===== config.mk =====
export PLATFORM = sky130hd
export DESIGN_NAME = button_command_gen
export DESIGN_NICKNAME = d
export VERILOG_FILES = /design/src/rtl/button_pkg.sv /design/src/rtl/btn_debounce.sv /design/src/rtl/button_command_gen.sv
export SDC_FILE = /design/constraint.sdc
export NUM_CORES = 1
export LEC_CHECK = 0
export ABC_AREA = 1
export CAP_MARGIN = 20
export CELL_PAD_IN_SITES_DETAIL_PLACEMENT = 0
export CELL_PAD_IN_SITES_GLOBAL_PLACEMENT = 1
export CORE_MARGIN = 2
export CORE_UTILIZATION = 49
export CTS_BUF_LIST = sky130_fd_sc_hd__clkbuf_8
export CTS_CLUSTER_SIZE = 10
export DETAILED_ROUTE_END_ITERATION = 7
export PLACE_DENSITY_LB_ADDON = 0.1
export SLEW_MARGIN = 10
export SYNTH_ARGS = -nofsm -noshare
export SYNTH_HDL_FRONTEND = slang
export SYNTH_SLANG_ARGS = --single-unit

===== constraint.sdc =====
create_clock -name clk -period 4.65 [get_ports clk]
set_clock_uncertainty 0.1 [all_clocks]
set_input_delay 1.1625 -clock clk [delete_from_list [all_inputs] [get_ports clk]]
set_output_delay 1.1625 -clock clk [all_outputs]
set_load 0.02 [all_outputs]

===== src/rtl/button_pkg.sv =====
// Shared types and constants for the button front end: test FSM states,
// input index map and the counter-width helper.
package button_pkg;

  typedef enum logic [2:0] {
    T_IDLE,
    T_PRESS_OUT,
    T_WAIT_REL_IN,
    T_TEST,
    T_PRESS_IN,
    T_WAIT_REL_OUT
  } test_state_t;

  localparam int SLEEP  = 0;
  localparam int AWAKE  = 1;
  localparam int FEED   = 2;
  localparam int PLAY   = 3;
  localparam int TEST   = 4;
  localparam int TILT   = 5;
  localparam int NUM_IN = 6;

  localparam int PULSE_MAX_DEF = 9;

  // Width for a counter that must hold values 0..n-1; never narrower than 1 bit.
  function automatic int cnt_w(input int n);
    return (n > 1) ? $clog2(n) : 1;
  endfunction

endpackage


===== src/rtl/btn_debounce.sv =====
// Two-flop synchronizer followed by a stable-count debouncer. The output
// level follows the synchronized input once it has differed for DEBOUNCE_CYCLES.
module btn_debounce
  import button_pkg::*;
#(
  parameter int   DEBOUNCE_CYCLES = 250000,
  parameter logic RST_VAL         = 1'b1
) (
  input  logic clk,
  input  logic rst,
  input  logic i_raw,
  output logic o_level
);

  localparam int            CW      = cnt_w(DEBOUNCE_CYCLES);
  localparam logic [CW-1:0] CNT_MAX = CW'(DEBOUNCE_CYCLES - 1);

  logic          r_meta;
  logic          r_sync;
  logic          r_level;
  logic [CW-1:0] r_cnt;

  always_ff @(posedge clk or posedge rst) begin
    if (rst) begin
      r_meta  <= RST_VAL;
      r_sync  <= RST_VAL;
      r_level <= RST_VAL;
      r_cnt   <= '0;
    end else begin
      r_meta <= i_raw;
      r_sync <= r_meta;
      // Any agreement with the current level restarts the stability window.
      if (r_sync == r_level) begin
        r_cnt <= '0;
      end else if (r_cnt == CNT_MAX) begin
        r_level <= r_sync;
        r_cnt   <= '0;
      end else begin
        r_cnt <= r_cnt + CW'(1);
      end
    end
  end

  assign o_level = r_level;

endmodule


===== src/rtl/button_command_gen.sv =====
// Button/tilt conditioning and command pulse generation for the pet FSM.
// Test-mode protocol is built only when BUTTON_TEST_MODE_EN is defined.
module button_command_gen
  import button_pkg::*;
#(
  parameter int DEBOUNCE_CYCLES   = 250000,
  parameter int LONG_PRESS_CYCLES = 250000000,
  parameter int PULSE_MAX         = PULSE_MAX_DEF
) (
  input  logic       clk,
  input  logic       rst,
  input  logic       btn_sleep_n,
  input  logic       btn_awake_n,
  input  logic       btn_feed_n,
  input  logic       btn_play_n,
  input  logic       btn_test_n,
  input  logic       tilt_raw,
  output logic       boton_sleep,
  output logic       boton_awake,
  output logic       boton_feed,
  output logic       boton_play,
  output logic       giro,
  output logic       boton_test,
  output logic [3:0] bpulse_test
);

  logic [NUM_IN-1:0] w_raw;
  logic [NUM_IN-1:0] w_deb;
  logic [3:0]        w_press;
  logic [3:0]        r_prev;
  logic [3:0]        r_pulse;
  logic              w_sup;

  assign w_raw = {tilt_raw, btn_test_n, btn_play_n, btn_feed_n, btn_awake_n, btn_sleep_n};

  for (genvar g = 0; g < NUM_IN; g++) begin : g_deb
    btn_debounce #(
      .DEBOUNCE_CYCLES(DEBOUNCE_CYCLES),
      .RST_VAL        ((g == TILT) ? 1'b0 : 1'b1)
    ) u_deb (
      .clk    (clk),
      .rst    (rst),
      .i_raw  (w_raw[g]),
      .o_level(w_deb[g])
    );
  end

  assign w_press = ~w_deb[PLAY:SLEEP];

  always_ff @(posedge clk or posedge rst) begin
    if (rst) begin
      r_prev  <= '0;
      r_pulse <= '0;
    end else begin
      r_prev  <= w_press;
      r_pulse <= w_press & ~r_prev & {4{~w_sup}};
    end
  end

  assign boton_sleep = r_pulse[SLEEP];
  assign boton_awake = r_pulse[AWAKE];
  assign boton_feed  = r_pulse[FEED];
  assign boton_play  = r_pulse[PLAY];
  assign giro        = w_deb[TILT];

`ifdef BUTTON_TEST_MODE_EN
  localparam int            HW     = cnt_w(LONG_PRESS_CYCLES);
  localparam logic [HW-1:0] HC_MAX = HW'(LONG_PRESS_CYCLES - 1);
  localparam logic [3:0]    PMAX   = 4'(PULSE_MAX);

  test_state_t   r_state, w_state_nx;
  logic [HW-1:0] r_hc, w_hc_nx;
  logic          r_test, w_test_nx;
  logic [3:0]    r_bp, w_bp_nx;
  logic          w_tp;

  assign w_tp = ~w_deb[TEST];

  always_ff @(posedge clk or posedge rst) begin
    if (rst) begin
      r_state <= T_IDLE;
      r_hc    <= '0;
      r_test  <= 1'b0;
      r_bp    <= '0;
    end else begin
      r_state <= w_state_nx;
      r_hc    <= w_hc_nx;
      r_test  <= w_test_nx;
      r_bp    <= w_bp_nx;
    end
  end

  always_comb begin
    w_state_nx = r_state;
    w_hc_nx    = r_hc;
    w_test_nx  = r_test;
    w_bp_nx    = r_bp;
    case (r_state)
      T_IDLE: if (w_tp) begin
        w_hc_nx    = '0;
        w_state_nx = T_PRESS_OUT;
      end
      T_PRESS_OUT: begin
        if (!w_tp) begin
          w_state_nx = T_IDLE;
        end else if (r_hc == HC_MAX) begin
          w_test_nx  = 1'b1;
          w_bp_nx    = '0;
          w_state_nx = T_WAIT_REL_IN;
        end else begin
          w_hc_nx = r_hc + HW'(1);
        end
      end
      T_WAIT_REL_IN: if (!w_tp) w_state_nx = T_TEST;
      T_TEST: if (w_tp) begin
        w_hc_nx    = '0;
        w_state_nx = T_PRESS_IN;
      end
      T_PRESS_IN: begin
        // A release before the threshold is a scenario-select press.
        if (!w_tp) begin
          w_bp_nx    = (r_bp == PMAX) ? 4'd1 : r_bp + 4'd1;
          w_state_nx = T_TEST;
        end else if (r_hc == HC_MAX) begin
          w_test_nx  = 1'b0;
          w_state_nx = T_WAIT_REL_OUT;
        end else begin
          w_hc_nx = r_hc + HW'(1);
        end
      end
      T_WAIT_REL_OUT: if (!w_tp) w_state_nx = T_IDLE;
      default: w_state_nx = T_IDLE;
    endcase
  end

  assign w_sup       = r_test;
  assign boton_test  = r_test;
  assign bpulse_test = r_bp;
`else
  logic w_unused_cfg;

  // Test path is not built; the test cell output and its knobs are deliberately dropped.
  assign w_unused_cfg = &{1'b0, w_deb[TEST], (LONG_PRESS_CYCLES > 0), (PULSE_MAX > 0)};
  assign w_sup        = 1'b0;
  assign boton_test   = 1'b0;
  assign bpulse_test  = 4'd0;
`endif

endmodule


== After elaboration in Yosys (flattened, before gate mapping) ==
Index checks and enable logic that the tools add are counted.
Widths: inputs -> output; s select.
Cells by class
  add/sub/neg operators: 5
  eq/ne operators: 10
  mux-type cells: 10
  bitwise operators: 8
  reduce and logical (&&, ||, !) cells: 5
Operator list (count)
  $mux 18: 10
  $add 18x1->18 const B: 5
  $eq 18x18->1 const B: 5
  $reduce_and 2->1: 5
  $not 4->4: 2
  $eq 1x1->1: 5
  $not 1->1: 5
  $and 4x4->4: 1
Storage, ports and cells
  register bits: 113
  output and inout port bits: 10
  word-level logic and storage cells: 60

== Logic depth before layout (Yosys ltp) ==
  depth after elaboration: 3
  depth in mapped cells: 9

== Hierarchy ==
From an unflattened synthesis, not the netlist that was laid out.
Unflattened totals
  cell total of the unflattened synthesis: 718
  area, all modules: 6089.6 um2
By module, submodules not included
  btn_debounce at g_deb[0].u_deb ...: times used 4, cells each 139, area an instance 1163.6 um2, sequential area each 529.3 um2
  btn_debounce at g_deb[5].u_deb: times used 1, cells each 139, area an instance 1159.9 um2, sequential area each 525.5 um2
  button_command_gen: times used 1, cells each 23, area an instance 275.3 um2, sequential area each 200.2 um2

== Worst setup path before layout ==
Ideal clock, no wire load.
  kind: flip-flop to output port
  from: reg g_deb[5].u_deb.r_level
  to: out giro
  data arrival time: 450 ps
  setup slack: 2938 ps
  stages on the path, launching flop included: 1
  path buffers: 0
  cell sequence: dfrtp_1
RTL lines
  start: declaration: RTL line btn_debounce.sv:20  | logic r_level;
  start signal: assignment: RTL line btn_debounce.sv:36  | r_level <= r_sync;
  end: declaration: RTL line button_command_gen.sv:22  | output logic giro,
No word-level cell between the ends.

== Final worst setup path ==
  from: reg g_deb[5].u_deb.r_level
  to: out giro
No word-level cell between the ends.

==> run_results.csv <==
group,metric,value,unit
timing,timing.final.hold_violations,0,
clock_network,tritoncts.num_buffers,17,
global_route,grt_max_degree,59,
timing,max_transition_viols_final,0,
hold_path,timing.hold.worst.class,"reg -> reg",
synthesis,yosys.cell_types.count,28,
placed_design,io_buffer_count,11,
detailed_routing,route.final.wire_length,10710,um
clock_network,tritoncts,"done",
setup_path,crit_fanout,3,
outcome,status,"complete, no violations",
setup_path,timing.critical_path.max_delay_family,"buffers and inverters",
detailed_routing,wire_per_inst,12.32,um
power,switching_pwr,433.8,uW
global_route,first_global_vias,4273,
synthesis,ys_top_cells_by_area,"sky130_fd_sc_hd__dfrtp_1 45%, sky130_fd_sc_hd__nor2_1 12%, sky130_fd_sc_hd__nand2_1 7.0%",
setup_path,critPathCaptureType,"output pin",
synthesis,synth_cells,684,
clock_network,clock_insertion_delay_worst_skew,0.44,ns
setup_path,setup.worst_path.class,"reg -> out",
clock_network,post_cts_buffers,0,
power,max-vdd-ir-drop,0.2224,mV
timing,totalNegativeSetupSlack,0,ns
placed_design,globalplace.congestion,0.8506,
layout,design.final.nets,726,
floorplanning,design.die.area,12470,um^2
global_route,grt.total_usage,19.20,%
synthesis,postSynthRegisterBits,113,
floorplanning,core,11370,um^2
power,clockPowerShare,43.6,%
layout,area_delta_synth_final,11.39,%
floorplanning,dieHeight,111.7,um
detailed_routing,drt_pass1_iterations,4,
timing,setup_violations,0,
setup_path,setup.worst_path.start_class,"flop",
floorplanning,chipWidth,111.7,um
synthesis,async_flop_share,100.0,%
timing,setup_repair_after_global_routing_missed_its_margin,"no",
synthesis,post_synth.cell_area_avg,8.303,um^2
power,power.density_cell_area,303.2,nW/um^2
global_route,grt-ovfl-total,0,
floorplanning,initial_utilization,49.95,%
synthesis,synth.cell_area,5679,um^2
setup_path,crit_buf_inv,1,
power,switching_share,22.62,%
global_route,antenna_found_initial,0,
power,relative_contribution_of_sequential_cells_to_total_power,52.8,%
timing,max_slew.worst_pin.slew,0.6962,ns
synthesis,synthDominantAreaCellType,"sky130_fd_sc_hd__dfrtp_1",
layout,layout-drive-gt1-share,12.26,%
clock_network,clock_path_buffers,2,
timing,timing.final.crit_share,58.07,%
layout,multiInputGateArea,2576,um^2
detailed_routing,routed_via_density,4.893,
setup_path,cpPeakStageDelay,0.62,ns
timing,max_freq,370.4,MHz
synthesis,synth_top_cell_area_share,44.50,%
synthesis,predominant_post_synthesis_flop_cell,"sky130_fd_sc_hd__dfrtp_1",
power,power.static_leakage,2.644,nW
timing,timing.max_slew.rel_slack,53.59,%
layout,insertedDiodeCount,0,
placed_design,hpwl,7617,um
clock_network,cts_root_buf,"sky130_fd_sc_hd__clkbuf_8",
clock_network,worst_setup_hold_path_clk_slew,0.07,ns
floorplanning,core.rowCount,39,
run,maxCapViolations,0,
clock_network,clock_tree.htree_level_count,4,
layout,sequential_cell_area,2843,um^2
power,comb_power_share,3.6,%
timing,holdWs,0.2555,ns
global_route,grt_first_pass_wirelength,19430,um
synthesis,yosysWarnings,0,
floorplanning,num_io_pins,18,
setup_path,critPathArrivalTime,1.44,ns
detailed_routing,detail_route.iter0.violations,250,
detailed_routing,total_number_of_vias,4252,
clock_network,quantity_of_hold_fixing_buffers_added_after_cts,0,
synthesis,synth-edff-count,0,
setup_path,critical_path_rt,3.39,ns
clock_network,cts_sinks,113,
detailed_routing,drc_errors,0,
clock_network,cts_repair_resize_count,0,
detailed_routing,antenna_left,0,
setup_path,worst_path_max_delay_cell,"sky130_fd_sc_hd__clkdlybuf4s50_1",
power,internal_power,1.484,mW
synthesis,synth_seq_area_share,50.06,%
setup_path,cp_cell_sequence,"clkdlybuf4s50_1",
layout,filler_cell_count,1099,
timing,layout_min_cycle_time,2.700,ns
## power by group through the flow
stage	Clock, mW	Combinational, mW	Sequential (mW)
floorplan	0	0.0511	1.03
global placement	0	0.0692	1.03
detailed placement	0	0.0705	1.03
CTS	0.868	0.0710	1.01
global route	0.915	0.0805	1.01
finish	0.837	0.0681	1.01
## area by class of cell
| type | instances | share of cell area, % |
|---|---|---|
| multi-input combinational | 507 | 40.72 |
| sequential | 113 | 44.94 |
| clock buffer | 21 | 4.569 |
| inverter | 62 | 3.718 |
| timing repair buffer | 12 | 2.057 |
| tap | 143 | 2.828 |
| clock inverter | 11 | 1.167 |
## synth_stat cells (4+ instances only)
library cell                n
sky130_fd_sc_hd__nor2_2    11
sky130_fd_sc_hd__nor3_1    13
sky130_fd_sc_hd__nor3b_1    5
sky130_fd_sc_hd__xor2_2     4
sky130_fd_sc_hd__nor2_4    11
sky130_fd_sc_hd__xnor2_1   13
sky130_fd_sc_hd__buf_4      5
sky130_fd_sc_hd__ha_1       5
sky130_fd_sc_hd__nand3_2    4
sky130_fd_sc_hd__nand2_1  106
sky130_fd_sc_hd__o21ai_0    9
sky130_fd_sc_hd__nand2_2   14
sky130_fd_sc_hd__nand4_1    5
sky130_fd_sc_hd__nand3_1   61
sky130_fd_sc_hd__a21oi_1   18
sky130_fd_sc_hd__xor2_1    31
sky130_fd_sc_hd__dfrtp_1  101
sky130_fd_sc_hd__nor2_1   182
sky130_fd_sc_hd__dfstp_2   12
sky130_fd_sc_hd__inv_1     59
## through the flow
step	setup WS [ns]	total power, mW	util [%]	cell area [um^2]	std cells
floorplan	0.4200	1.079	-	5694	688
global placement	2.047	1.099	52.45	5963	837
detailed placement	2.027	1.101	52.45	5963	837
CTS	1.915	1.952	55.64	6326	869
global route	1.892	2.009	55.64	6326	869
finish	1.950	1.918	55.64	6326	869
## final timing paths
| kind | startpoint | to | slack [ns] | cells after the start |
|---|---|---|---|---|
| min in group asynchronous | rst | r_pulse[1] | 1.09 | 2 |
| max in group asynchronous | rst | g_deb[2].u_deb.r_meta | 2.56 | 3 |
| worst min-delay path | g_deb[1].u_deb.r_meta | g_deb[1].u_deb.r_sync | 0.26 | 0 |
| worst max register to register | g_deb[5].u_deb.r_cnt[0] | g_deb[5].u_deb.r_cnt[0] | 2.84 | 6 |
| worst max-delay path | g_deb[5].u_deb.o_level | giro | 1.95 | 1 |
| worst min register to register | g_deb[1].u_deb.r_meta | g_deb[1].u_deb.r_sync | 0.26 | 0 |
## cells in the final DEF, fill, tap and decap left out, types with 5 or more instances in the layout
cell type,instances
sky130_fd_sc_hd__a21oi_1,18
sky130_fd_sc_hd__clkbuf_8,21
sky130_fd_sc_hd__clkdlybuf4s50_1,11
sky130_fd_sc_hd__clkinv_2,5
sky130_fd_sc_hd__conb_1,5
sky130_fd_sc_hd__dfrtp_1,101
sky130_fd_sc_hd__dfstp_2,12
sky130_fd_sc_hd__ha_1,5
sky130_fd_sc_hd__inv_1,63
sky130_fd_sc_hd__nand2_1,106
sky130_fd_sc_hd__nand2_2,14
sky130_fd_sc_hd__nand3_1,61
sky130_fd_sc_hd__nand4_1,5
sky130_fd_sc_hd__nor2_1,182
sky130_fd_sc_hd__nor2_2,11
sky130_fd_sc_hd__nor2_4,11
sky130_fd_sc_hd__nor3_1,13
sky130_fd_sc_hd__nor3b_1,5
sky130_fd_sc_hd__o21ai_0,9
sky130_fd_sc_hd__xnor2_1,13
sky130_fd_sc_hd__xor2_1,31
## per-layer routing
metal  share of wire [%]  wire length [um]  vias to the layer above  track usage (%)
met5                   0                 0                        -                0
li1                    -                 -                     2199                -
met4                 1.4               149                        0            7.160
met2                  45              4817                       51            29.33
met3                 3.0               320                       12            4.899
met1                  51              5419                     1990            26.59
## registers in the layout, indices dropped and copies added, names as in the netlist
register / count
r_pulse: 4
r_prev: 4
g_deb.u_deb.o_level: 5
g_deb.u_deb.r_cnt: 90
g_deb.u_deb.r_sync: 5
g_deb.u_deb.r_meta: 5
## cells by family after synthesis
| group | synth area share, % |
|---|---|
| simple gates | 33.09 |
| flops | 50.05 |
| other cells | 0.06603 |
| buf+inv | 4.847 |
| compound gates | 2.908 |
| fa+ha+maj | 1.102 |
| xor+xnor | 7.931 |
No activity file was read; power rests on OpenSTA's default activity.
